<file path="src/rtl/pipe_hazard_scoreboard.sv">
`default_nettype none
// +--------------------------------------------------------------------------+
// | pipe_hazard_scoreboard: RAW/branch-shadow issue control with err replay  |
// | Rev 1.0                                                                  |
// +--------------------------------------------------------------------------+
module pipe_hazard_scoreboard #(
  parameter int AW          = 5,
  parameter int PCW         = 32,
  parameter int DEPTH       = 3,
  parameter int BR_SHADOW   = 3,
  parameter int STALL_CNT_W = 16
) (
  input  logic                   clk,
  input  logic                   arst_n,
  input  logic                   id_valid,
  input  logic [AW-1:0]          id_rs,
  input  logic [AW-1:0]          id_rt,
  input  logic                   id_use_rs,
  input  logic                   id_use_rt,
  input  logic                   id_wr,
  input  logic [AW-1:0]          id_rd,
  input  logic                   id_branch,
  input  logic [PCW-1:0]         id_pc,
  input  logic                   err,
  output logic                   issue,
  output logic                   stall,
  output logic                   replay_valid,
  output logic [PCW-1:0]         replay_pc,
  output logic [(2**AW)-1:0]     busy_vec,
  output logic [STALL_CNT_W-1:0] stall_cnt
);

  localparam int NREGS = 2**AW;
  localparam int SHW   = (BR_SHADOW < 2) ? 1 : $clog2(BR_SHADOW + 1);

  typedef enum logic [1:0] {
    ST_RUN    = 2'd0,
    ST_SHADOW = 2'd1,
    ST_REPLAY = 2'd2
  } state_t;

  state_t                 state_q, state_d;
  logic [SHW-1:0]         shadow_cnt_q, shadow_cnt_d;
  logic [DEPTH-1:0]       v_q, v_d;
  logic [DEPTH-1:0]       wr_q, wr_d;
  logic [AW-1:0]          rd_q [DEPTH];
  logic [AW-1:0]          rd_d [DEPTH];
  logic [PCW-1:0]         pc_q [DEPTH];
  logic [PCW-1:0]         pc_d [DEPTH];
  logic [PCW-1:0]         replay_pc_q, replay_pc_d;
  logic [STALL_CNT_W-1:0] stall_cnt_q, stall_cnt_d;

  logic                   hazard;
  logic [PCW-1:0]         oldest_pc;
  logic [NREGS-1:0]       busy_w;
  logic                   issue_w;
  logic                   stall_w;

  // Later (older) entries override earlier ones, so oldest_pc ends on the
  // highest-index valid entry.
  always_comb begin
    hazard    = 1'b0;
    oldest_pc = id_pc;
    busy_w    = '0;
    for (int k = 0; k < DEPTH; k++) begin
      if (v_q[k] && wr_q[k]) begin
        busy_w[rd_q[k]] = 1'b1;
        if ((id_use_rs && (rd_q[k] == id_rs)) || (id_use_rt && (rd_q[k] == id_rt))) begin
          hazard = 1'b1;
        end
      end
      if (v_q[k]) begin
        oldest_pc = pc_q[k];
      end
    end
    hazard = hazard & id_valid;
  end

  always_comb begin
    state_d      = state_q;
    shadow_cnt_d = shadow_cnt_q;
    replay_pc_d  = replay_pc_q;
    issue_w      = 1'b0;
    stall_w      = 1'b0;
    case (state_q)
      ST_RUN: begin
        issue_w = id_valid & ~hazard & ~err;
        stall_w = id_valid & (hazard | err);
        if (issue_w && id_branch && (BR_SHADOW > 0)) begin
          state_d      = ST_SHADOW;
          shadow_cnt_d = SHW'(BR_SHADOW);
        end
      end
      ST_SHADOW: begin
        stall_w      = 1'b1;
        shadow_cnt_d = shadow_cnt_q - SHW'(1);
        if (shadow_cnt_q <= SHW'(1)) begin
          state_d = ST_RUN;
        end
      end
      ST_REPLAY: begin
        stall_w = 1'b1;
        state_d = ST_RUN;
      end
      default: begin
        state_d = ST_RUN;
      end
    endcase
    if (err) begin
      state_d      = ST_REPLAY;
      shadow_cnt_d = '0;
      replay_pc_d  = oldest_pc;
    end
  end

  // Write-to-r0 is recorded as a non-writer so r0 never shows busy or hazards.
  always_comb begin
    v_d      = '0;
    wr_d     = '0;
    rd_d[0]  = id_rd;
    pc_d[0]  = id_pc;
    v_d[0]   = issue_w;
    wr_d[0]  = id_wr & (id_rd != '0);
    for (int k = 1; k < DEPTH; k++) begin
      v_d[k]  = v_q[k-1];
      wr_d[k] = wr_q[k-1];
      rd_d[k] = rd_q[k-1];
      pc_d[k] = pc_q[k-1];
    end
    if (err) begin
      v_d  = '0;
      wr_d = '0;
    end
  end

  always_comb begin
    stall_cnt_d = stall_cnt_q;
    if (stall_w && id_valid && (stall_cnt_q != {STALL_CNT_W{1'b1}})) begin
      stall_cnt_d = stall_cnt_q + STALL_CNT_W'(1);
    end
  end

  always_ff @(posedge clk or negedge arst_n) begin
    if (!arst_n) begin
      state_q      <= ST_RUN;
      shadow_cnt_q <= '0;
      v_q          <= '0;
      wr_q         <= '0;
      replay_pc_q  <= '0;
      stall_cnt_q  <= '0;
      for (int k = 0; k < DEPTH; k++) begin
        rd_q[k] <= '0;
        pc_q[k] <= '0;
      end
    end else begin
      state_q      <= state_d;
      shadow_cnt_q <= shadow_cnt_d;
      v_q          <= v_d;
      wr_q         <= wr_d;
      replay_pc_q  <= replay_pc_d;
      stall_cnt_q  <= stall_cnt_d;
      for (int k = 0; k < DEPTH; k++) begin
        rd_q[k] <= rd_d[k];
        pc_q[k] <= pc_d[k];
      end
    end
  end

  // issue/stall are combinational, so they are masked by reset to read 0
  // the instant arst_n drops regardless of the decode inputs.
  assign issue        = arst_n & issue_w;
  assign stall        = arst_n & stall_w;
  assign replay_valid = (state_q == ST_REPLAY);
  assign replay_pc    = replay_pc_q;
  assign busy_vec     = busy_w;
  assign stall_cnt    = stall_cnt_q;

endmodule
`default_nettype wire

</file>
<file path="config.mk">
export PLATFORM = sky130hd
export DESIGN_NAME = pipe_hazard_scoreboard
export DESIGN_NICKNAME = d
export VERILOG_FILES = /design/src/rtl/pipe_hazard_scoreboard.sv
export SDC_FILE = /design/constraint.sdc
export NUM_CORES = 1
export LEC_CHECK = 0
export CAP_MARGIN = 20
export CORE_ASPECT_RATIO = 0.5
export CORE_MARGIN = 1.5
export CORE_UTILIZATION = 50
export CTS_CLUSTER_DIAMETER = 150
export DETAILED_ROUTE_END_ITERATION = 10
export HOLD_SLACK_MARGIN = 0.06
export PLACE_DENSITY = 0.77
export RECOVER_POWER = 25
export SLEW_MARGIN = 10
export SYNTH_ARGS = -nofsm -noshare
export SYNTH_HDL_FRONTEND = slang
export SYNTH_SLANG_ARGS = --single-unit
export TNS_END_PERCENT = 30
</file>
<file path="constraint.sdc">
create_clock -name clk -period 2.55 [get_ports clk]
set_clock_uncertainty 0.15 [all_clocks]
set_input_delay 0.255 -clock clk [delete_from_list [all_inputs] [get_ports clk]]
set_output_delay 0.255 -clock clk [all_outputs]
set_load 0.005 [all_outputs]
</file>
==> results of run 1 <==
==> path summary, 6_finish.rpt <==
kind                       slack [ps]         endpoint  startpoint  depth (start not counted)
hold / removal                    200    stall_cnt[10]      arst_n                          2
max in group asynchronous         840          rd_q[4]      arst_n                          3
min in group clk                  220         pc_q[20]    pc_d[20]                          0
setup reg to reg                   10  shadow_cnt_q[1]     rd_d[7]                         10
setup / recovery                 -120            stall     rd_d[8]                          9
hold reg to reg                   220         pc_q[20]    pc_d[20]                          0
==> through the flow <==
stage | setup slack (ps) | power (mW) | cells
4_1_cts | -188 | 6.53 | 1106
6_report | -124 | 6.48 | 1104
2_1_floorplan | 412 | 3.45 | 724
3_5_place_dp | -451 | 3.97 | 1058
5_1_grt | -259 | 6.77 | 1104
3_3_place_gp | -469 | 3.95 | 1058
==> cells in the mapped netlist, types with 4 or more instances <==
master,n
mux2_2,5
a22oi_1,28
nor2_1,107
nand4_1,8
mux2i_1,32
and3b_1,5
xnor2_1,11
nand2_1,73
nor4_1,6
buf_4,7
a21oi_1,101
and2_1,6
inv_1,10
buf_2,8
and3_1,9
nor2b_1,6
ha_1,6
xor2_1,30
nor3_1,12
nor3b_1,17
buf_1,5
o21ai_0,5
a222oi_1,4
nand3_1,7
dfrtp_1,169
clkbuf_1,22
==> timing repair <==
action	CTS	global route
hold buffers	1	0
pin swaps	24	23
gates resized for setup	63	51
buffers inserted	17	4
hold endpoints to repair	169	0
setup endpoints to repair	29	42
==> sequential cells by signal, indices dropped and copies added, names as in the netlist <==
signal        count
pc_d             64
pc_q             32
replay_pc        32
stall_cnt        16
rd_d             10
rd_q              5
v_q               3
wr_q              3
shadow_cnt_q      2
state_q           2
==> per-layer routing <==
metal | global-route usage | up-vias
met3 | 0.0429 | 15
met4 | 0.0723 | 0
met1 | 0.325 | 2839
met2 | 0.403 | 170
li1 | - | 2849
met5 | 0 | -
==> where the power goes <==
part | internal (mW) | switching (mW)
logic | 0.495 | 0.441
clock network | 1.34 | 1.16
registers | 2.89 | 0.163
==> area by class of cell <==
| type | count | area [sq um] | area share |
|---|---|---|---|
| Tap cell | 198 | 248 | 0.0242 |
| Sequential cell | 169 | 4240 | 0.414 |
| Timing Repair Buffer | 196 | 1880 | 0.183 |
| Multi-Input combinational cell | 499 | 3250 | 0.317 |
| Inverter | 10 | 37.5 | 0.00366 |
| Clock inverter | 14 | 149 | 0.0145 |
| Clock buffer | 18 | 439 | 0.0429 |
==> cell families (layout without fill, tap and decap cells) <==
logic type                 Yosys count  after routing  synth area share
xor gates and xnor gates            41             41            0.0484
muxes                               39             39            0.0538
buffers and inverters               56            238            0.0356
and+or+nand+nor                    266            266             0.167
DFF                                169            169             0.570
adders and majority gates            6              6            0.0101
AOI/OAI and AO/OA                  147            147             0.116
==> worst max-delay path: cells and delay by family (launching register included) <==
kind | cells | cell delay [ps]
and+or+nand+nor | 4 | 770
buffers and inverters | 2 | 220
xor gates and xnor gates | 1 | 170
AOI/OAI and AO/OA | 2 | 240
DFF | 1 | 440
==> results by group, run 1 <==
Drt
  • Pre-Repair DR Iteration Count: 6
  • Final wirelength: approximately 18000 microns
  • # DRC: 0
  • Top Metal Used: met4
  • First DRT Iteration DRCs: 398
  • Via count: ~5900
  • DR WL met3: roughly 900 microns
  • DR WL/cell: roughly 17 microns
  • Via density: roughly 5.3
  • Met2 routed wirelength: roughly 9000 microns
  • Post-route ant nets: 0
  • Wl on met1: ~8300 microns

Global route
  • Global-route wire length before repair: ~30000 microns
  • Vias in the first global route: just under 6000
  • Gr usage total: 0.240
  • GRT Residual Overflow: 0
  • Largest net degree at the start of global routing: 167
  • Initial antenna violation count: 0

Yosys
  • Syn Area/Cell: 10.3 sq um
  • Top cell type's share of synthesized area: 0.570
  • Yosys cell types: 43
  • Sequential share of the synthesized area: 0.570
  • Cell area after synthesis: roughly 7400 sq um
  • Number of flops mapped to enable cells by yosys: 0
  • Gate Count Post-Synth: between 700 and 800
  • Ys flop type: dfrtp_1
  • Synth Net Count: a little under 800
  • FFs w/ async S/R, synth: 1.00
  • Area contributors post-synth: dfrtp_1 (57%), a21oi_1 (6.8%), nor2_1 (5.4%)
  • Synth warnings: 0
  • #FFs+latches synth: roughly 170
  • Top cell type by total area after synthesis: dfrtp_1

Timing
  • Period Utilization, post-route: 1.05
  • Worst slew pin tran: ~830 ps
  • Setup tns final: -182 ps
  • Unrepaired setup endpoints after global routing: yes
  • Hold Fails Final Rpt: 0
  • Hold_ws: 200 ps
  • FMAX: 374 MHz
  • Final Critical Period: between 2000 and 3000 ps
  • Max Slew Vio Count: 0
  • # setup viols final: 4
  • Setup WS post-layout: -124 ps
  • Max transition margin: 0.445

Clock network
  • TritonCTS Buffers: 17
  • Clock Latency Late Sink: 410 ps
  • H-tree depth: 4
  • Clock-pin slew on the worst setup and hold paths: about 70 ps
  • CTS tree: done
  • Maximum buffer depth of the clock tree: 2
  • # clock sinks: 169
  • Clock Root Buffer: clkbuf_16

Floorplan
  • DIE AREA: between 15000 and 20000 sq um
  • Row cnt: 31
  • Core area: roughly 14000 sq um
  • DIE WIDTH: 175 microns
  • I/O pins: roughly 140
  • Die Ht: between 80 and 90 microns
  • Initial Utilization: 0.513

Power
  • Max VDD drop: 0.433 mV
  • PD cells: roughly 630 nW/um^2
  • P_leak: 4.65 nW

Worst setup path
  • Slowest stage cell, crit path: dfrtp_1
  • Crit path kind: flip-flop to primary output
  • Crit start category: flip-flop
  • Worst-path fanout max: 3
  • Worst path cell trace: xor2_1, nor4_2, a41oi_2, nand2_2, or2_4, buf_6, a31oi_4, nor3b_2, buf_2
  • Worst path arrival time: around 2300 ps
  • CP peak stage delay: between 400 and 500 ps
  • CP required: 2140 ps
  • CP Capture Type: primary output

Layout
  • Commonest non-fill, non-tap cell in the layout: dfrtp_1
  • Cell area after layout: slightly above 10000 sq um
  • Diode count: 0
  • Final Util: 0.708
  • Layout cells sized above 1: 0.180
  • Fill count: around 1100
  • Commonest non-fill, non-tap cells in the layout: dfrtp_1 (158), nor2_1 (103), a21oi_1 (101)
  • Final #Nets: 954
  • Area Overhead vs Synth: 38.0%

Place
  • Routability Congestion: 0.894
  • IO Port Bufs: around 140
  • Placement Cell Area: 9170 sq um
  • Final HPWL DP: between 10000 and 15000 microns

Min path
  • HP Class: input port to asynchronous set/reset pin

Run status
  • Status: finished, violations left
  • Failing checks: setup timing

Run
  • MaxCap Viol Count: 0
(Power assumes the default switching activity.)
==> run 2: changes to the inputs <==
==> constraint.sdc (replaced) <==
create_clock -name clk -period 3.5 [get_ports clk]
set_clock_uncertainty 0.15 [all_clocks]
set_input_delay 0.35 -clock clk [delete_from_list [all_inputs] [get_ports clk]]
set_output_delay 0.35 -clock clk [all_outputs]
set_load 0.005 [all_outputs]
==> results by group, run 2 (synthesis gave the netlist of run 1 again) <==
Floorplan
  • Die Ht: 89.2 microns
  • Initial Utilization: 0.513
  • I/O pins: roughly 140
  • Row cnt: 31
  • DIE WIDTH: around 180 microns
  • Core area: between 10000 and 15000 sq um
  • DIE AREA: about 16000 sq um

Power
  • Power Total: between 4 and 5 mW
  • Int Power: roughly 3.5 mW
  • PD cells: ~490 nW/um^2
  • Combinational group share of total power: 0.125
  • Sequential power share: 0.473
  • Sw frac: 0.256
  • Clock power share: 0.403
  • Sw Pwr: 1.21 mW
  • Max VDD drop: between 0.4 and 0.5 mV
  • P_leak: approximately 4.2 nW

Worst setup path
  • Worst path cell trace: xor2_1, nor4_1, nand4_1, nand4_1, or2_1, a31oi_1, nor3b_1, clkdlybuf4s50_1
  • Worst-path fanout max: 11
  • CP required: approximately 3000 ps
  • Crit start category: flip-flop
  • CP peak stage delay: 550 ps
  • CP Capture Type: primary output
  • Slowest stage cell, crit path: clkdlybuf4s50_1
  • Crit path kind: flip-flop to primary output
  • Worst path arrival time: 2790 ps
  • Cell mode on critical path: nand4_1
  • R2R depth: 8

Drt
  • Post-route ant nets: 0
  • Pre-Repair DR Iteration Count: 7
  • Via density: 5.36
  • # DRC: 0
  • Via count: between 5000 and 6000
  • DR WL/cell: between 15 and 20 microns
  • First DRT Iteration DRCs: 443
  • Final wirelength: roughly 17000 microns

Global route
  • Initial antenna violation count: 0
  • Global-route wire length before repair: around 27000 microns
  • GRT Residual Overflow: 0
  • Largest net degree at the start of global routing: between 150 and 200
  • Vias in the first global route: 5291
  • Gr usage total: 0.220

Timing
  • FMAX: slightly above 300 MHz
  • Max transition margin: 0.434
  • Hold Fails Final Rpt: 0
  • Final Critical Period: roughly 3300 ps
  • Max Slew Vio Count: 0
  • Setup tns final: 0 ps
  • Worst slew pin tran: roughly 850 ps
  • Period Utilization, post-route: 0.940
  • Hold_ws: approximately 220 ps
  • Unrepaired setup endpoints after global routing: no
  • # setup viols final: 0

Run status
  • Status: finished clean

Layout
  • Commonest non-fill, non-tap cells in the layout: dfrtp_1 (162), nor2_1 (107), a21oi_1 (101)
  • Cell area after layout: 9590 sq um
  • Fill count: between 1000 and 1500
  • Max FFs per register: between 60 and 70
  • Diode count: 0
  • Layout cells sized above 1: 0.0775
  • Final #Nets: roughly 910
  • Commonest non-fill, non-tap cell in the layout: dfrtp_1
  • Area Overhead vs Synth: 29.1%

Min path
  • Hold path depth: 0
  • HP Class: flip-flop to flip-flop

Place
  • Routability Congestion: a little under 0.9
  • Final HPWL DP: between 10000 and 15000 microns
  • Placement Cell Area: about 9000 sq um
  • IO Port Bufs: ~140

Run
  • MaxCap Viol Count: 0

Clock network
  • Clock Root Buffer: clkbuf_16
  • Clock-pin slew on the worst setup and hold paths: 70 ps
  • # clock sinks: 169
  • Clock Latency Late Sink: 410 ps
  • Postcts setup bufs: 0
  • TritonCTS Buffers: 17
  • H-tree depth: 4
  • CTS tree: done
  • Maximum buffer depth of the clock tree: 2
[run 2: cell types whose count changed in the layout (fill, tap and decap cells not counted), moves of 5 or more]
cell / previous run / this run
nor3b_2: 9 / 0
nor3_1: 2 / 12
nor3b_4: 7 / 0
nor3b_1: 1 / 17
nor3_2: 9 / 0
buf_6: 13 / 1
clkdlybuf4s50_1: 80 / 98
buf_4: 44 / 16
dlymetal6s2s_1: 10 / 0
dlygate4sd2_1: 5 / 0
[run 2: cell type report]
class                      count  area (sq um)  share of cell area
clock buffer                  18           439              0.0458
clock inverter                14           176              0.0184
inverter                      10          37.5             0.00392
multi-input combinational    499          2930               0.306
sequential                   169          4240               0.442
tap                          198           248              0.0258
timing repair buffer         155          1520               0.158
[run 2: metrics by stage]
stage | cells | worst slack (ps) | util
finish | 1063 | 209 | 0.663
global route | 1063 | 4.93 | 0.663
detailed placement | 1030 | 251 | 0.619
floorplan | 724 | 1270 | -
global placement | 1030 | 283 | 0.619
CTS | 1063 | 137 | 0.662
[run 2: path summary, 6_finish.rpt]
kind	start	slack (ps)	to
worst max-delay path	rd_d[3]	210	stall
worst min-delay path	pc_d[63]	220	pc_d[31]
worst max register to register	rd_d[2]	990	stall_cnt[15]
worst min register to register	pc_d[63]	220	pc_d[31]
max in group asynchronous	arst_n	2000	rd_d[4]
min in group asynchronous	arst_n	620	stall_cnt[0]
[run 2: metal layers]
layer	share of wire	global-route usage	wire [microns]
met5	0	0	0
met4	0.012	0.0629	197
met3	0.056	0.0353	949
met2	0.48	0.373	8080
met1	0.46	0.300	7750
[run 2: repair_timing]
action	4_1_cts	5_1_grt
hold endpoints to repair	169	0
hold buffers	1	0
setup endpoints to repair	0	1
gates resized for setup	0	4
[run 2: critical path: cells and delay by family, from the launching register on]
| kind | cells | cell delay (ps) |
|---|---|---|
| AOI/OAI and AO/OA | 1 | 100 |
| DFF | 1 | 510 |
| buffers and inverters | 1 | 550 |
| and+or+nand+nor | 5 | 1060 |
| xor gates and xnor gates | 1 | 170 |
[run 2: power groups by stage]
stage | Combinational (mW) | Clock [mW] | Sequential [mW]
floorplan | 0.285 | 0 | 2.23
global placement | 0.589 | 0 | 2.27
detailed placement | 0.603 | 0 | 2.27
CTS | 0.608 | 1.96 | 2.24
global route | 0.661 | 2.04 | 2.26
finish | 0.591 | 1.91 | 2.24
